### config.mk
export PLATFORM = sky130hd
export DESIGN_NAME = vga_timing_ctrl_p
export DESIGN_NICKNAME = d
export VERILOG_FILES = /design/src/rtl/vga_timing_ctrl_p.sv
export SDC_FILE = /design/constraint.sdc
export NUM_CORES = 1
export LEC_CHECK = 0
export BUFFER_PORTS_ARGS = -buffer_cell sky130_fd_sc_hd__buf_2
export CAP_MARGIN = 20
export CELL_PAD_IN_SITES_DETAIL_PLACEMENT = 0
export CELL_PAD_IN_SITES_GLOBAL_PLACEMENT = 1
export CORE_ASPECT_RATIO = 0.8
export CORE_MARGIN = 2
export CORE_UTILIZATION = 44
export CTS_CLUSTER_SIZE = 10
export DETAILED_ROUTE_END_ITERATION = 8
export GPL_ROUTABILITY_DRIVEN = 0
export HOLD_SLACK_MARGIN = 0.03
export PLACE_DENSITY_LB_ADDON = 0.1
export SKIP_LAST_GASP = 1
export SLEW_MARGIN = 10
export SYNTH_ARGS = -nofsm -noshare
export SYNTH_HDL_FRONTEND = slang
export SYNTH_SLANG_ARGS = --single-unit
### constraint.sdc
create_clock -name iVGA_CLK -period 5.5 [get_ports iVGA_CLK]
set_input_delay 1.1 -clock iVGA_CLK [delete_from_list [all_inputs] [get_ports iVGA_CLK]]
set_output_delay 1.1 -clock iVGA_CLK [all_outputs]
set_load 0.02 [all_outputs]
### src/rtl/vga_timing_ctrl_p.sv
// Parametrised VGA timing generator with pixel request port and per-frame test patterns.
// Pipeline: stage0 counters, stage1 request/coords, stage2 host data, stage3 DAC outputs.
module vga_timing_ctrl_p #(
    parameter int COLOR_W  = 4,
    parameter int H_ACTIVE = 640,
    parameter int H_FP     = 16,
    parameter int H_SYNC   = 96,
    parameter int H_BP     = 48,
    parameter int V_ACTIVE = 480,
    parameter int V_FP     = 10,
    parameter int V_SYNC   = 2,
    parameter int V_BP     = 33,
    parameter int SYNC_POL = 0,
    parameter int CNT_W    = 11
) (
    input  logic               iVGA_CLK,
    input  logic               iRST_n,
    input  logic [1:0]         iMode,
    input  logic [COLOR_W-1:0] iRed,
    input  logic [COLOR_W-1:0] iGreen,
    input  logic [COLOR_W-1:0] iBlue,
    output logic               oRequest,
    output logic [CNT_W-1:0]   oX,
    output logic [CNT_W-1:0]   oY,
    output logic               oFrameStart,
    output logic [COLOR_W-1:0] oVGA_R,
    output logic [COLOR_W-1:0] oVGA_G,
    output logic [COLOR_W-1:0] oVGA_B,
    output logic               oVGA_H_SYNC,
    output logic               oVGA_V_SYNC,
    output logic               oVGA_BLANK_n
);
    localparam int H_TOTAL = H_ACTIVE + H_FP + H_SYNC + H_BP;
    localparam int V_TOTAL = V_ACTIVE + V_FP + V_SYNC + V_BP;
    localparam logic [CNT_W-1:0] H_LAST = CNT_W'(H_TOTAL - 1);
    localparam logic [CNT_W-1:0] V_LAST = CNT_W'(V_TOTAL - 1);
    localparam logic [CNT_W-1:0] H_ACT  = CNT_W'(H_ACTIVE);
    localparam logic [CNT_W-1:0] V_ACT  = CNT_W'(V_ACTIVE);
    localparam logic [CNT_W-1:0] HS_BEG = CNT_W'(H_ACTIVE + H_FP);
    localparam logic [CNT_W-1:0] HS_END = CNT_W'(H_ACTIVE + H_FP + H_SYNC);
    localparam logic [CNT_W-1:0] VS_BEG = CNT_W'(V_ACTIVE + V_FP);
    localparam logic [CNT_W-1:0] VS_END = CNT_W'(V_ACTIVE + V_FP + V_SYNC);
    localparam logic [CNT_W-1:0] X_LAST = CNT_W'(H_ACTIVE - 1);
    localparam logic [CNT_W-1:0] Y_LAST = CNT_W'(V_ACTIVE - 1);
    localparam logic             SP     = (SYNC_POL != 0);

    logic [CNT_W-1:0] r_h, r_v;
    logic [1:0]       r_mode;
    logic             w_h_wrap;
    logic [2:0]       w_flg0;

    assign w_h_wrap = (r_h == H_LAST);
    // Flags are {visible, hsync, vsync}, carried through the pipe as active-high
    assign w_flg0 = {(r_h < H_ACT) && (r_v < V_ACT),
                     (r_h >= HS_BEG) && (r_h < HS_END),
                     (r_v >= VS_BEG) && (r_v < VS_END)};

    always_ff @(posedge iVGA_CLK or negedge iRST_n) begin
        if (!iRST_n) begin
            r_h    <= '0;
            r_v    <= '0;
            r_mode <= '0;
        end else begin
            if (w_h_wrap) begin
                r_h <= '0;
                r_v <= (r_v == V_LAST) ? '0 : r_v + 1'b1;
            end else begin
                r_h <= r_h + 1'b1;
            end
            if (w_h_wrap && (r_v == V_LAST))
                r_mode <= iMode;
        end
    end

    logic [3:1][2:0]  r_flg_pipe;
    logic [CNT_W-1:0] r_x, r_y;
    logic             r_req, r_fs;
    logic [1:0]       r_mode1, r_mode2;
    logic [2:0]       r_pat2;
    logic [COLOR_W-1:0] r_r, r_g, r_b;

    always_ff @(posedge iVGA_CLK or negedge iRST_n) begin
        if (!iRST_n) begin
            r_flg_pipe <= '0;
            r_x        <= '0;
            r_y        <= '0;
            r_req      <= 1'b0;
            r_fs       <= 1'b0;
            r_mode1    <= '0;
        end else begin
            r_flg_pipe <= {r_flg_pipe[2:1], w_flg0};
            r_x        <= r_h;
            r_y        <= r_v;
            r_req      <= w_flg0[2] && (r_mode == 2'd0);
            r_fs       <= (r_h == '0) && (r_v == '0);
            r_mode1    <= r_mode;
        end
    end

    // Bar index = x*8/H_ACTIVE, found by counting passed thresholds ceil(k*H_ACTIVE/8)
    logic [2:0] w_bar;
    logic       w_grid;
    logic [2:0] w_pat;

    always_comb begin
        w_bar = '0;
        for (int k = 1; k < 8; k++)
            if (r_x >= CNT_W'((k * H_ACTIVE + 7) / 8))
                w_bar = w_bar + 3'd1;
        w_grid = (r_x[4:0] == 5'd0) || (r_y[4:0] == 5'd0) || (r_x == X_LAST) || (r_y == Y_LAST);
        case (r_mode1)
            2'd1:    w_pat = {~w_bar[1], ~w_bar[2], ~w_bar[0]};
            2'd2:    w_pat = {3{w_grid}};
            default: w_pat = '0;
        endcase
    end

    always_ff @(posedge iVGA_CLK or negedge iRST_n) begin
        if (!iRST_n) begin
            r_mode2 <= '0;
            r_pat2  <= '0;
            r_r     <= '0;
            r_g     <= '0;
            r_b     <= '0;
        end else begin
            r_mode2 <= r_mode1;
            r_pat2  <= w_pat;
            if (!r_flg_pipe[2][2]) begin
                r_r <= '0;
                r_g <= '0;
                r_b <= '0;
            end else if (r_mode2 == 2'd0) begin
                r_r <= iRed;
                r_g <= iGreen;
                r_b <= iBlue;
            end else begin
                r_r <= {COLOR_W{r_pat2[2]}};
                r_g <= {COLOR_W{r_pat2[1]}};
                r_b <= {COLOR_W{r_pat2[0]}};
            end
        end
    end

    assign oRequest     = r_req;
    assign oX           = r_x;
    assign oY           = r_y;
    assign oFrameStart  = r_fs;
    assign oVGA_R       = r_r;
    assign oVGA_G       = r_g;
    assign oVGA_B       = r_b;
    assign oVGA_BLANK_n = r_flg_pipe[3][2];
    assign oVGA_H_SYNC  = r_flg_pipe[3][1] ? SP : ~SP;
    assign oVGA_V_SYNC  = r_flg_pipe[3][0] ? SP : ~SP;
endmodule

======== Yosys cells after proc, flatten, opt, wreduce, memory -nomap -nowiden ========
Index checks and enable logic that the tools add are counted.
Widths: inputs -> output; s select.
storage, ports and cells
  flip-flop bits (word level) ............. 76
  input port bits ......................... 16
  output and inout bits ................... 39
  logic and storage cells ................. 79
cells by class
  add/sub/neg operators ................... 8
  $lt $le $gt $ge ......................... 13
  equal/unequal tests ..................... 6
  mux-type cells .......................... 18
  bitwise operators ....................... 3
  reduce and logical (&&, ||, !) cells .... 15
operators with widths
  cell                   count
  $ge 11x9->1 const B    4
  $eq 11x10->1 const B   3
  $mux 4                 6
  $add 11x1->11 const B  2
  $ge 11x10->1 const B   2
  $ge 11x8->1 const B    2
  $logic_not 11->1       2
  $lt 11x10->1 const B   2
  $lt 11x9->1 const B    2
  $mux 11                2
  $add 3x1->3 const B    6
  $mux 3                 6
  $eq 11x9->1 const B    1
  $ge 11x7->1 const B    1
  $logic_not 5->1        2
  $logic_and 1x1->1      6
  $pmux 3 s2             1
  $logic_not 2->1        2
  $logic_or 1x1->1       3
  $mux 1                 3
  $not 1->1              3
  $eq 2x1->1 const B     1
  $eq 2x2->1 const B     1

======== Longest topological paths before layout ========
  depth in word-level cells ............... 16
  mapped depth ............................ 22
  gate-level depth less buffers ........... 21

======== Worst setup path after synthesis ========
Ideal clock, no wire load.
  path kind ............................... reg-to-reg
  from .................................... reg r_x[9], in the netlist oX[9]
  to ...................................... reg r_pat2[1]
  library setup time ...................... 0.139 ns
  arrival time ............................ 4.160 ns
  required time ........................... 5.361 ns
  slack ................................... 1.201 ns
  stages on the path, launching flop included .. 23
  buffers on the path ..................... 2
  clock period less this slack ............ 4.299 ns
  path through ............................ dfrtp_1 > nor3_1 > and2_1 > clkbuf_1 > inv_1 > ha_1 > clkbuf_1 > xor2_1 > ha_1 > a32o_1 > xor2_1 > a21o_1 > ha_1 > nor2_1 > a31oi_1 > o21a_1 > ha_1 > o21ai_0 > a31oi_1 > xor2_1 > xnor3_1 > nand2_1 > a21oi_1
between the ends
  cells in the longest elaborated chain, start to end .. 16
  elaborated cells on any way between the ends .. 25
  classes of those cells .................. 6 x add/sub; 7 x order compare; 1 x eq/ne; 8 x mux; 1 x bitwise; 2 x reduce/logical
RTL lines
  element                   RTL line  RTL
  start: declaration        76        logic [CNT_W-1:0] r_x, r_y;
  start signal: assignment  92        r_x <= r_h;
  $ge 11x7->1               108       if (r_x >= CNT_W'((k * H_ACTIVE + 7) / 8))
  $mux 1                    108
  $add 3x1->3               109       w_bar = w_bar + 3'd1;
  $mux 3                    108
  $add 3x1->3               109
  $mux 3                    108
  $add 3x1->3               109
  $mux 3                    108
  $add 3x1->3               109
  $mux 3                    108
  $add 3x1->3               109
  $mux 3                    108
  $add 3x1->3               109
  $mux 3                    108
  $not 1->1                 112       2'd1: w_pat = {~w_bar[1], ~w_bar[2], ~w_bar[0]};
  $pmux 3 s2 *              111       case (r_mode1)
  via w_pat[1]              103       logic [2:0] w_pat;
  end signal: assignment    127       r_pat2 <= w_pat;
  end: declaration          79        logic [2:0] r_pat2;
The timed path passes the listed nets; every way through them passes the cells marked *.
A chain may end at the register's enable or synchronous reset.

======== Worst setup path in the final report ========
  from .................................... reg r_x[8], in the netlist oX[8]
  to ...................................... reg r_pat2[1]
The elaborated chain is that of the path after synthesis.

==> results_dict.tcl <==
set metrics [dict create \
    status "finished clean" \
    vias 2327 \
    nNetsFinal 390 \
    cts_tree "yes" \
    met2RoutedLength_mm 3.00 \
    io_pins 55 \
    regToRegStartpoint "oX[8]$_DFF_PN0_" \
    synthAdderAreaFrac_pct 4.11 \
    routed_wirelength_mm 6.55 \
    drt_iter0_markers 112 \
    synth-simple-area-share_pct 19.5 \
    yosysSeqAreaShare_pct 56.8 \
    vias_per_cell 4.93 \
    fmax_mhz 219 \
    hold_path.class "register to register" \
    worstMarginPinSlew_ps 943 \
    postLayoutCellArea_um2 3920 \
    ir_worst_vdd_mv 0.126 \
    wl_per_cell_um 13.9 \
    multi_input_area_um2 1350 \
    yosysTopAreaCellShare_pct 56.8 \
    postLayoutCoreUtil_pct 53.0 \
    finalCriticalPeriod_ps 4570 \
    wl_met1_mm 3.15 \
    cp-end-kind "register" \
    row_count 28 \
    fin_cells 472 \
    yosys.area.top_type "dfrtp_1" \
    netlist_instances 309 \
    overflow 0 \
    finalMaxSlewViolations 0 \
    antenna_found_initial 0 \
    worstSetupStartpoint "oX[8]$_DFF_PN0_" \
    cts.sinks 76 \
    path_class "register to register" \
    ff_latch_area_um2 1900 \
    synth_top_family_by_area "simple AND/OR/NAND/NOR gates" \
    cts_made_buffers 9 \
    htreeDepth 3 \
    grt_usage_pct 16.8 \
    timing.hold.worst.start "r_flg_pipe[0]$_DFF_PN0_" \
    ys_async_sr_fraction_pct 100 \
    cp-start-kind "register" \
    power_mw 1.05 \
    core_area_um2 7390 \
    worstPathArrival_ps 4770 \
    fp.dieArea_um2 8330 \
    hpwl_mm 4.71 \
    yosysUniqueCellTypes 50 \
    synth_top_flop_cell "dfrtp_1" \
    ff2ff_setup_slack_ps 930 \
    die_w_um 102 \
    r2r_end "r_pat2[1]$_DFF_PN0_" \
    cts_hold_buf 0 \
    start_util_pct 45.3 \
    ant_nets 0 \
    yosys_warnings 0 \
    cap_violations 0 \
    diodes 0 \
    syn_area_um2 3350 \
    routed-wl-met3_um 307 \
    synthToLayoutAreaGrowth_pct 17.0 \
    slew_headroom_pct 37.1 \
    holdWs_ps 352 \
    cts_resized 0 \
    die_h_um 82.0 \
    fin_ws_ps 930 \
    cts_setup_buffers 0 \
    drc 0 \
    root_buffer "clkbuf_8" \
    p_leak_nw 1.93 \
    grt_pass1_vias 2140 \
    setup_viol 0 \
    whs_path_depth 0 \
    synth_compound_area_share_pct 10.2 \
    synth_enable_flop_cells 0 \
    synth_xor_area_share_pct 5.38 \
    drive_gt1_share_pct 20.4 \
    synthMuxAreaShare_pct 0.972 \
    syn_area_per_cell_um2 10.8 \
    synthTopCellsByCount "dfrtp_1, nand2_1, nor2_1, a21oi_1, nor2b_1" \
    cp_data_required_time_ps 5700 \
    ys_ff_latch 76 \
    port_buffers 54 \
    clkTransAtPathRegs_ps 70 \
    place_inst 457 \
    grt_pass1_wl_mm 10.5 \
    worstPathMaxFanout 13 \
    place_ws_ps 946 \
    synthTopCellsByArea "dfrtp_1, ha_1, nor2b_1" \
    clock_skew_ps 12.8 \
    yosysMostFrequentCell "dfrtp_1" \
    ff2ff_path_depth 20 \
    rsz0062_at_grt "false" \
    grt_max_degree 77 \
    finalSetupTns_ps 0 \
    nFillCells 710 \
    drtPass1Iterations 4 \
    hold_viol 0 \
    place_area_um2 3700 \
    topRoutingLayerUsed "met4" \
    worstSkewPairLatency_ps 340 \
    min_to "r_flg_pipe[3]$_DFF_PN0_" \
    post-route-period-util_pct 83.1 \
    syn_nets 336 \
    pwr_density_cell_nw_per_um2 268 \
    max-clock-path-buffers 2 \
]
metal layers:
layer / track usage [%] / vias up
met5: 0 / -
met4: 6.08 / 0
met3: 5.11 / 8
met2: 25.5 / 45
met1: 22.9 / 1094
li1: - / 1180
cell type report:
| cell class | count | share of cell area, % |
|---|---|---|
| repair buffers | 54 | 6.96 |
| multi-input cells | 209 | 34.4 |
| clock inverters | 4 | 1.88 |
| well taps | 105 | 3.35 |
| inverters | 13 | 1.25 |
| flip-flops and latches | 76 | 48.6 |
| clock buffers | 11 | 3.61 |
worst max-delay path: stages, from the launching register on:
cell and delay, ps:
dfrtp_1 510, nor3_1 460, nand2_1 70, or2_2 300, ha_1 520, xor2_1 190
ha_1 240, a32o_1 230, xor2_1 160, a21o_1 200, ha_1 270, nor2_1 40
a31oi_1 130, o21a_1 180, ha_1 150, o21ai_0 70, a31oi_1 180, xor2_1 170
xnor3_1 220, nand2_1 70, a21oi_1 60
state kept, by name, indices dropped and copies added, names as in the netlist:
register / flops
oVGA_G: 4
r_pat2: 3
r_mode2: 2
oVGA_R: 4
r_v: 11
oVGA_BLANK_n: 1
r_h: 11
oRequest: 1
oX: 11
oFrameStart: 1
r_flg_pipe: 8
r_mode: 2
oY: 11
oVGA_B: 4
r_mode1: 2
where the power goes:
part	total (mW)	internal, mW	switching (mW)
registers	0.564	0.563	0.000930
clock network	0.455	0.266	0.189
logic	0.0306	0.00942	0.0212
total	1.05	0.838	0.211
how the worst max path moves through the flow:
stage	end	slack, ps	cells after the start
6_report	r_pat2[1]$_DFF_PN0_	930	20
5_1_grt	r_pat2[1]$_DFF_PN0_	560	20
4_1_cts	r_pat2[1]$_DFF_PN0_	930	20
3_5_place_dp	r_pat2[1]$_DFF_PN0_	950	20
3_3_place_gp	r_pat2[1]$_DFF_PN0_	1030	20
2_1_floorplan	r_pat2[1]$_DFF_PN0_	1200	22
kinds of logic after synthesis:
| group | count (synthesis) |
|---|---|
| flip-flops | 76 |
| adder cells (fa/ha/maj) | 11 |
| multiplexers | 3 |
| buffers and inverters | 24 |
| AO/OA/AOI/OAI | 56 |
| XOR/XNOR | 19 |
| AND/OR/NAND/NOR | 120 |
placed cells by master, fill, tap and decap left out, types with 2 or more instances in the layout:
master	n
dfrtp_1	76
buf_2	53
nand2_1	25
nor2_1	20
a21oi_1	19
nor2b_1	17
o21ai_0	16
inv_1	13
nor3_1	11
ha_1	11
xor2_1	10
clkbuf_8	10
nand3_1	9
xnor2_1	8
nand4_1	7
and3_1	6
and2_1	4
nor4_1	4
a21o_1	3
a211o_1	2
a31oi_1	2
nand3b_1	2
or4_1	2
o22ai_1	2
nand4b_1	2
o31ai_1	2
nand2b_1	2
mux2_2	2
bufinv_16	2
Note: power is estimated with default switching activity, not from simulation.
